## src/rtl/coco_spi_host.sv

```systemverilog
// coco_spi_host: SPI mode-0 master for the CoCo FDC cartridge command port.
// One request becomes one ss-low frame; shadows address pointer and bus ownership.
module coco_spi_host #(
    parameter int CLK_DIV    = 4,
    parameter int GAP_CYCLES = 16,
    parameter int SS_SETUP   = 4
) (
    input  logic        clock_50,
    input  logic        reset,
    input  logic        req_valid,
    output logic        req_ready,
    input  logic [2:0]  req_op,
    input  logic [15:0] req_addr,
    input  logic [7:0]  req_wdata,
    output logic        rsp_valid,
    output logic        rsp_err,
    output logic [7:0]  rsp_rdata,
    output logic [15:0] shadow_addr,
    output logic        bus_owned,
    output logic        sclk,
    output logic        mosi,
    input  logic        miso,
    output logic        ss
);

    typedef enum logic [2:0] {
        IDLE, LEAD, SHIFT, GAP, TRAIL, DONE
    } state_t;

    localparam logic [2:0] OP_SETADDR = 3'd1;
    localparam logic [2:0] OP_WRITE   = 3'd2;
    localparam logic [2:0] OP_READ    = 3'd3;
    localparam logic [2:0] OP_ACQUIRE = 3'd4;
    localparam logic [2:0] OP_RELEASE = 3'd5;

    localparam logic [15:0] LEAD_LAST = 16'(SS_SETUP - 1);
    localparam logic [15:0] DIV_LAST  = 16'(CLK_DIV - 1);
    localparam logic [15:0] GAP_LAST  = 16'(GAP_CYCLES - 1);

    state_t      state;
    state_t      state_d;
    logic [15:0] cnt;
    logic [3:0]  edge_cnt;
    logic [1:0]  byte_idx;
    logic [2:0]  op_q;
    logic [15:0] addr_q;
    logic [7:0]  data_q;
    logic [7:0]  tx_sr;
    logic [7:0]  rx_sr;

    logic        req_legal;
    logic        lead_end;
    logic        half_tick;
    logic        byte_end;
    logic        last_byte;
    logic        gap_end;
    logic        trail_end;
    logic [7:0]  byte0;
    logic [7:0]  nxt_byte;
    logic        is_set;
    logic        is_wr;
    logic        is_rd;
    logic        is_acq;
    logic        is_rel;

    // Index of the final byte in the frame for a given op.
    function automatic logic [1:0] last_idx(input logic [2:0] op);
        logic [1:0] n;
        case (op)
            OP_SETADDR:        n = 2'd2;
            OP_WRITE, OP_READ: n = 2'd1;
            default:           n = 2'd0;
        endcase
        return n;
    endfunction

    // Byte idx of the command sequence; byte 0 is the opcode itself.
    function automatic logic [7:0] op_byte(
        input logic [2:0]  op,
        input logic [1:0]  idx,
        input logic [15:0] addr,
        input logic [7:0]  data
    );
        logic [7:0] b;
        b = 8'h00;
        if (idx == 2'd0) begin
            b = {5'd0, op};
        end else begin
            case (op)
                OP_SETADDR: b = (idx == 2'd1) ? addr[15:8] : addr[7:0];
                OP_WRITE:   b = data;
                default:    b = 8'h00;
            endcase
        end
        return b;
    endfunction

    assign req_legal = (req_op >= OP_SETADDR) && (req_op <= OP_RELEASE);
    assign req_ready = (state == IDLE);
    assign byte0     = {5'd0, req_op};
    assign nxt_byte  = op_byte(op_q, byte_idx + 2'd1, addr_q, data_q);

    assign lead_end  = (state == LEAD) && (cnt == LEAD_LAST);
    assign half_tick = (state == SHIFT) && (cnt == DIV_LAST);
    assign byte_end  = half_tick && sclk && (edge_cnt == 4'd15);
    assign last_byte = (byte_idx == last_idx(op_q));
    assign gap_end   = (state == GAP) && (cnt == GAP_LAST);
    assign trail_end = (state == TRAIL) && (cnt == LEAD_LAST);

    assign is_set = (op_q == OP_SETADDR);
    assign is_wr  = (op_q == OP_WRITE);
    assign is_rd  = (op_q == OP_READ);
    assign is_acq = (op_q == OP_ACQUIRE);
    assign is_rel = (op_q == OP_RELEASE);

    // State register.
    always_ff @(posedge clock_50 or negedge reset) begin
        if (!reset) state <= IDLE;
        else        state <= state_d;
    end

    // Next-state sequencing through the frame phases.
    always_comb begin
        state_d = state;
        case (state)
            IDLE:  if (req_valid) state_d = req_legal ? LEAD : DONE;
            LEAD:  if (lead_end) state_d = SHIFT;
            SHIFT: if (byte_end) state_d = last_byte ? TRAIL : GAP;
            GAP:   if (gap_end) state_d = SHIFT;
            TRAIL: if (trail_end) state_d = DONE;
            DONE:  state_d = IDLE;
            default: state_d = IDLE;
        endcase
    end

    // Frame datapath: SPI pins, shift registers, counters and shadows.
    always_ff @(posedge clock_50 or negedge reset) begin
        if (!reset) begin
            cnt         <= '0;
            edge_cnt    <= '0;
            byte_idx    <= '0;
            op_q        <= '0;
            addr_q      <= '0;
            data_q      <= '0;
            tx_sr       <= '0;
            rx_sr       <= '0;
            rsp_valid   <= 1'b0;
            rsp_err     <= 1'b0;
            rsp_rdata   <= '0;
            shadow_addr <= '0;
            bus_owned   <= 1'b0;
            sclk        <= 1'b0;
            mosi        <= 1'b0;
            ss          <= 1'b1;
        end else begin
            rsp_valid <= 1'b0;
            rsp_err   <= 1'b0;
            case (state)
                IDLE: begin
                    if (req_valid) begin
                        op_q     <= req_op;
                        addr_q   <= req_addr;
                        data_q   <= req_wdata;
                        byte_idx <= '0;
                        edge_cnt <= '0;
                        cnt      <= '0;
                        if (req_legal) begin
                            ss    <= 1'b0;
                            tx_sr <= byte0;
                            mosi  <= byte0[7];
                        end else begin
                            rsp_valid <= 1'b1;
                            rsp_err   <= 1'b1;
                        end
                    end
                end
                LEAD: begin
                    cnt <= lead_end ? '0 : cnt + 16'd1;
                end
                SHIFT: begin
                    if (half_tick) begin
                        cnt      <= '0;
                        sclk     <= ~sclk;
                        edge_cnt <= edge_cnt + 4'd1;
                        if (!sclk) begin
                            rx_sr <= {rx_sr[6:0], miso};
                        end else if (byte_end) begin
                            sclk <= 1'b0;
                            if (!last_byte) begin
                                byte_idx <= byte_idx + 2'd1;
                                tx_sr    <= nxt_byte;
                                mosi     <= nxt_byte[7];
                            end
                        end else begin
                            mosi  <= tx_sr[6];
                            tx_sr <= {tx_sr[6:0], 1'b0};
                        end
                    end else begin
                        cnt <= cnt + 16'd1;
                    end
                end
                GAP: begin
                    cnt <= gap_end ? '0 : cnt + 16'd1;
                end
                TRAIL: begin
                    cnt <= trail_end ? '0 : cnt + 16'd1;
                    if (trail_end) begin
                        ss        <= 1'b1;
                        mosi      <= 1'b0;
                        rsp_valid <= 1'b1;
                        if (is_rd) rsp_rdata <= rx_sr;
                        unique case (1'b1)
                            is_set:        shadow_addr <= addr_q;
                            is_wr, is_rd:  shadow_addr <= shadow_addr + 16'd1;
                            is_acq:        bus_owned <= 1'b1;
                            is_rel:        bus_owned <= 1'b0;
                            default: ;
                        endcase
                    end
                end
                default: ;
            endcase
        end
    end

endmodule

```

## config.mk

```make
export PLATFORM = sky130hd
export DESIGN_NAME = coco_spi_host
export DESIGN_NICKNAME = d
export VERILOG_FILES = /design/src/rtl/coco_spi_host.sv
export SDC_FILE = /design/constraint.sdc
export NUM_CORES = 1
export LEC_CHECK = 0
export CORE_ASPECT_RATIO = 0.8
export CORE_MARGIN = 2
export CORE_UTILIZATION = 38
export CTS_CLUSTER_SIZE = 20
export DETAILED_ROUTE_END_ITERATION = 16
export PLACE_DENSITY = 0.58
export SYNTH_ARGS = -nofsm -noshare
export SYNTH_HDL_FRONTEND = slang
export SYNTH_SLANG_ARGS = --single-unit
```

## constraint.sdc

```tcl
create_clock -name clock_50 -period 2.9 [get_ports clock_50]
set_input_delay 0.725 -clock clock_50 [delete_from_list [all_inputs] [get_ports clock_50]]
set_output_delay 0.725 -clock clock_50 [all_outputs]
set_load 0.02 [all_outputs]
```

* Yosys cells after proc, flatten, opt, wreduce, memory -nomap -nowiden
Index checks and enable logic that the tools add are counted.
Cells by class: add/subtract/negate cells 4, $mul 0, divide/modulo/power cells 0, $lt $le $gt $ge 2, eq/ne operators 24, shifts and indexed selects 0, muxes and demuxes 53, bitwise gates (word level) 1, reductions and logical operators 29
Operators by type and width (count):
- two-way mux 16 bit | 5
- case mux 16 bit (5 select lines) | 1
- two-way mux 7 bit | 6
- adder 16 x 1 -> 16 bit (second input constant) | 2
- case mux 16 bit (2 select lines) | 1
- two-way mux 3 bit | 7
- equality test 16 x 2 -> 1 bit (second input constant) | 1
- equality test 16 x 4 -> 1 bit (second input constant) | 1
- two-way mux 8 bit | 2
- != test 2 bit (second input constant) | 8
- case mux 8 bit (2 select lines) | 1
- case mux 3 bit (5 select lines) | 1
- AND reduction 3 bit | 5
- two-way mux 1 bit | 14
- case mux 7 bit (2 select lines) | 1
- equality test 3 x 2 -> 1 bit (second input constant) | 4
- AND reduction 6 bit | 2
- two-way mux 2 bit | 5
- equality test 3 bit (second input constant) | 3
- two-way mux 4 bit | 2
- case mux 2 bit (2 select lines) | 2
- case mux 4 bit (2 select lines) | 1
- nonzero test 2 bit | 4
- logical AND 1 bit | 7
- other kinds (22) | 27
Word-level totals: register bits after elaboration 97, latch bits 0, bits in writable memories 0, ROM bits 0, bits of input ports 31, memories kept 0

* Longest topological paths before layout
word-level depth 10, gate-level depth with buffers 8, depth with buffers taken out 7

* Worst setup path before layout
No wires, ideal clock.
path kind in2reg, start in req_valid, end reg tx_sr[0], setup time 125 ps, arrival 2007 ps, slack 768 ps, stages on the path 5, path through nor4_1 a2111oi_4 and3_1 buf_6 mux2_4
Between the ends: word-level cells in the longest chain between the ends 2
RTL lines:
- start: declaration | RTL line 10 | input logic req_valid,
- != test 2 bit (no source line)
- AND reduction 6 bit (no source line)
- end signal: assignment | RTL line 169 | tx_sr <= byte0;
- end signal: assignment | RTL line 191 | tx_sr <= nxt_byte;
- end signal: assignment | RTL line 196 | tx_sr <= {tx_sr[6:0], 1'b0};
- end: declaration | RTL line 48 | logic [7:0] tx_sr;
No other way between the ends. A chain may end at the register's enable or synchronous reset.

* Final worst setup path
start reg state[0], end out req_ready
Between the ends: word-level cells in the longest chain between the ends 1
RTL lines:
- start: declaration | RTL line 40 | state_t state;
- start signal: assignment | RTL line 119 | else state <= state_d;
- logical NOT 3 bit | RTL line 99 | assign req_ready = (state == IDLE);
- end: declaration | RTL line 11 | output logic req_ready,
No other way between the ends.

==> flow_summary.ini <==
[finish]
layout-area-overhead-vs-synth_pct = 21.9
multi_input_comb_area_mm2 = 0.00254
final_nets = 638
layout.cells.most_common_list = nand2_1, dfrtp_1, clkdlybuf4s50_1
drive_gt1_share_pct = 12.2
sequential_cell_area_mm2 = 0.00243
n_antenna_cell = 0
final_common_cell = nand2_1
n_fill_cell = 1224

[synth]
synthesis.instances = 546
post_synth.cell_area_avg_um2 = 9.40
synth_async_reset_ratio_pct = 100
total_standard_cell_area_after_synthesis_mm2 = 0.00513
yosysWarnings = 0
synth.yosys.seq_area_share_pct = 47.3
ys_dominant_reg_cell = dfrtp_1
edff_count_synth = 0
ys_ff_latch = 97
synth_cell_type_count = 63
synthesis.nets = 582

[setup_path]
maximum_fanout_along_the_worst_path = 13
worstPathArrival_ns = 1.91
crit_path_end_kind = output pin
kind_of_critical_path = reg -> out
data_required_time_of_the_worst_path_ns = 2.17
timing.critical_path.from_type = register

[timing]
report.final.slew_viol_count = 0
finalHoldViolCount = 0
fin_crit_sh_pct = 90.7
fin_crit_ns = 2.63
worst-slew-pin-transition_ns = 0.872
clock-skew-final_ns = 0.00611
timing.max_slew.rel_slack_pct = 41.4
fin_tns_setup_ns = 0
setup_repair_after_global_routing_missed_its_margin = no
setup_violations = 0
max_freq_ghz = 0.380
worst_slack_ns = 0.269

[drt]
detail_route.vias_per_cell = 5.33
firstDrtPassIters = 5
wl_per_cell_um = 16.0
met3_length_um = 704
top_layer = met4
remaining_drc_errors = 0
wl_met1_mm = 6.33
routed-wl-met2_mm = 5.39
detail_route.iter0.violations = 316
routed_wirelength_mm = 12.5
vias = 4169
drt.antenna.violating_nets = 0

[die]
boundaryPins = 62
placementRows = 37
initial_cell_density_of_the_core_pct = 39.4
die_y_um = 108
die-area_mm2 = 0.0145
floorplan.core_area_mm2 = 0.0130
dieWidth_um = 134

[placement]
placer_s_final_routability_congestion_estimate = 0.857
quantity_of_i_o_buffers_inserted_on_ports = 61
place_worst_setup_slack_ns = 0.185
hpwlAfterDp_mm = 8.98

[clock_network]
cts_buffers = 9
holdBufCountCts = 0
postCtsSetupRepairBufs = 0
postCtsResizedCells = 0
cts.sink_count = 97
clk_transition_reported_paths_ns = 0.07
clock_tree_from_tritoncts = yes
cts_buffer_depth = 2
h-tree-depth = 3
clk_latency_ns = 0.35
cell_chosen_for_the_clock_root = clkbuf_16

[power_and_ir_drop]
ir_worst_vdd_uv = 286
power_density_mw_per_mm2 = 433
p_leak_nw = 2.75

[global_routing]
vias_in_the_first_global_route = 3925
antenna_found_initial = 0
grt_first_pass_wirelength_mm = 20.8
grt_start_max_net_pins = 74
gr-usage-all-layers_pct = 18.4
gr-total-overflow = 0

[run]
timing.max_cap.violations = 0

[hold_path]
timing.hold.worst.class = in -> async

[run_status]
status = completed
==> final timing paths <==
| kind | slack [ns] | depth (start not counted) | end | start |
|---|---|---|---|---|
| min | 0.27 | 1 | rsp_rdata[1] | reset |
| min reg2reg | 0.49 | 2 | ss | ss |
| min in group clock_50 | 0.49 | 2 | ss | ss |
| max | 0.27 | 3 | req_ready | state[0] |
| max in group asynchronous | 1.89 | 2 | ss | reset |
| max reg2reg | 0.45 | 6 | rsp_rdata[1] | cnt[0] |
==> cells in the mapped netlist (10+ instances only) <==
library cell | count | area [um^2]
nand2_1 | 120 | 450
dfrtp_1 | 96 | 2400
a21oi_1 | 35 | 175
o21ai_0 | 31 | 155
nand3_1 | 28 | 140
nor2_1 | 25 | 93.8
mux2_2 | 20 | 225
clkbuf_1 | 16 | 60.1
a31oi_1 | 12 | 75.1
nand4_1 | 12 | 75.1
mux2i_1 | 11 | 110
inv_1 | 10 | 37.5
==> through the flow <==
stage	instance area [um^2]	instances	util, %	total power [W]	hold slack, ns
final	6250	782	48.1	0.00271	0.269
after global routing	6250	782	48.1	0.00282	0.283
after CTS	6250	782	48.1	0.00275	0.264
after detailed placement	5940	766	45.7	0.00147	0.477
after global placement	5940	766	45.7	0.00147	0.455
after floorplan	5130	546	-	0.00139	0.429
==> sequential cells by signal, indices dropped and copies added, names as in the netlist, 2 cells and up <==
signal and cells:
cnt 16, state 3, shadow_addr 16, byte_idx 2, addr_q 16, op_q 3, tx_sr 7, data_q 8
rsp_rdata 8, rx_sr 8, edge_cnt 4
==> cells by family (layout without fill, tap and decap cells) <==
group                    after synthesis  after routing  synth area share [%]
XOR/XNOR                              15             15                  2.56
AND/OR/NAND/NOR                      245            245                  24.4
AO/OA/AOI/OAI                        112            112                  14.1
multiplexers                          33             33                  7.12
adder cells (fa/ha/maj)                5              5                  1.22
buffers and inverters                 39            100                  3.24
flip-flops                            97             97                  47.3
==> worst max-delay path, cell delays in order (launching register included) <==
cell and delay (ns):
dfrtp_1 0.54, nor3_1 0.24, buf_4 0.16, clkdlybuf4s50_1 0.60
==> area by class of cell <==
cell class	count	share of cell area, %
repair buffers	74	11.5
clock inverters	6	1.20
clock buffers	10	3.82
flip-flops and latches	97	38.8
multi-input cells	410	40.6
inverters	10	0.600
well taps	175	3.50
==> layer usage <==
metal | vias up | global-route usage [%]
li1 | 2037 | -
met1 | 2035 | 28.0
met2 | 89 | 25.9
met3 | 8 | 5.18
met4 | 0 | 4.18
met5 | - | 0
==> power by group <==
part	internal, W	total (W)	switching [W]
clock	0.000705	0.00127	0.000562
sequential	0.00135	0.00135	0.000000537
combinational	0.0000435	0.0000865	0.0000431
No activity file was read; power rests on OpenSTA's default activity.
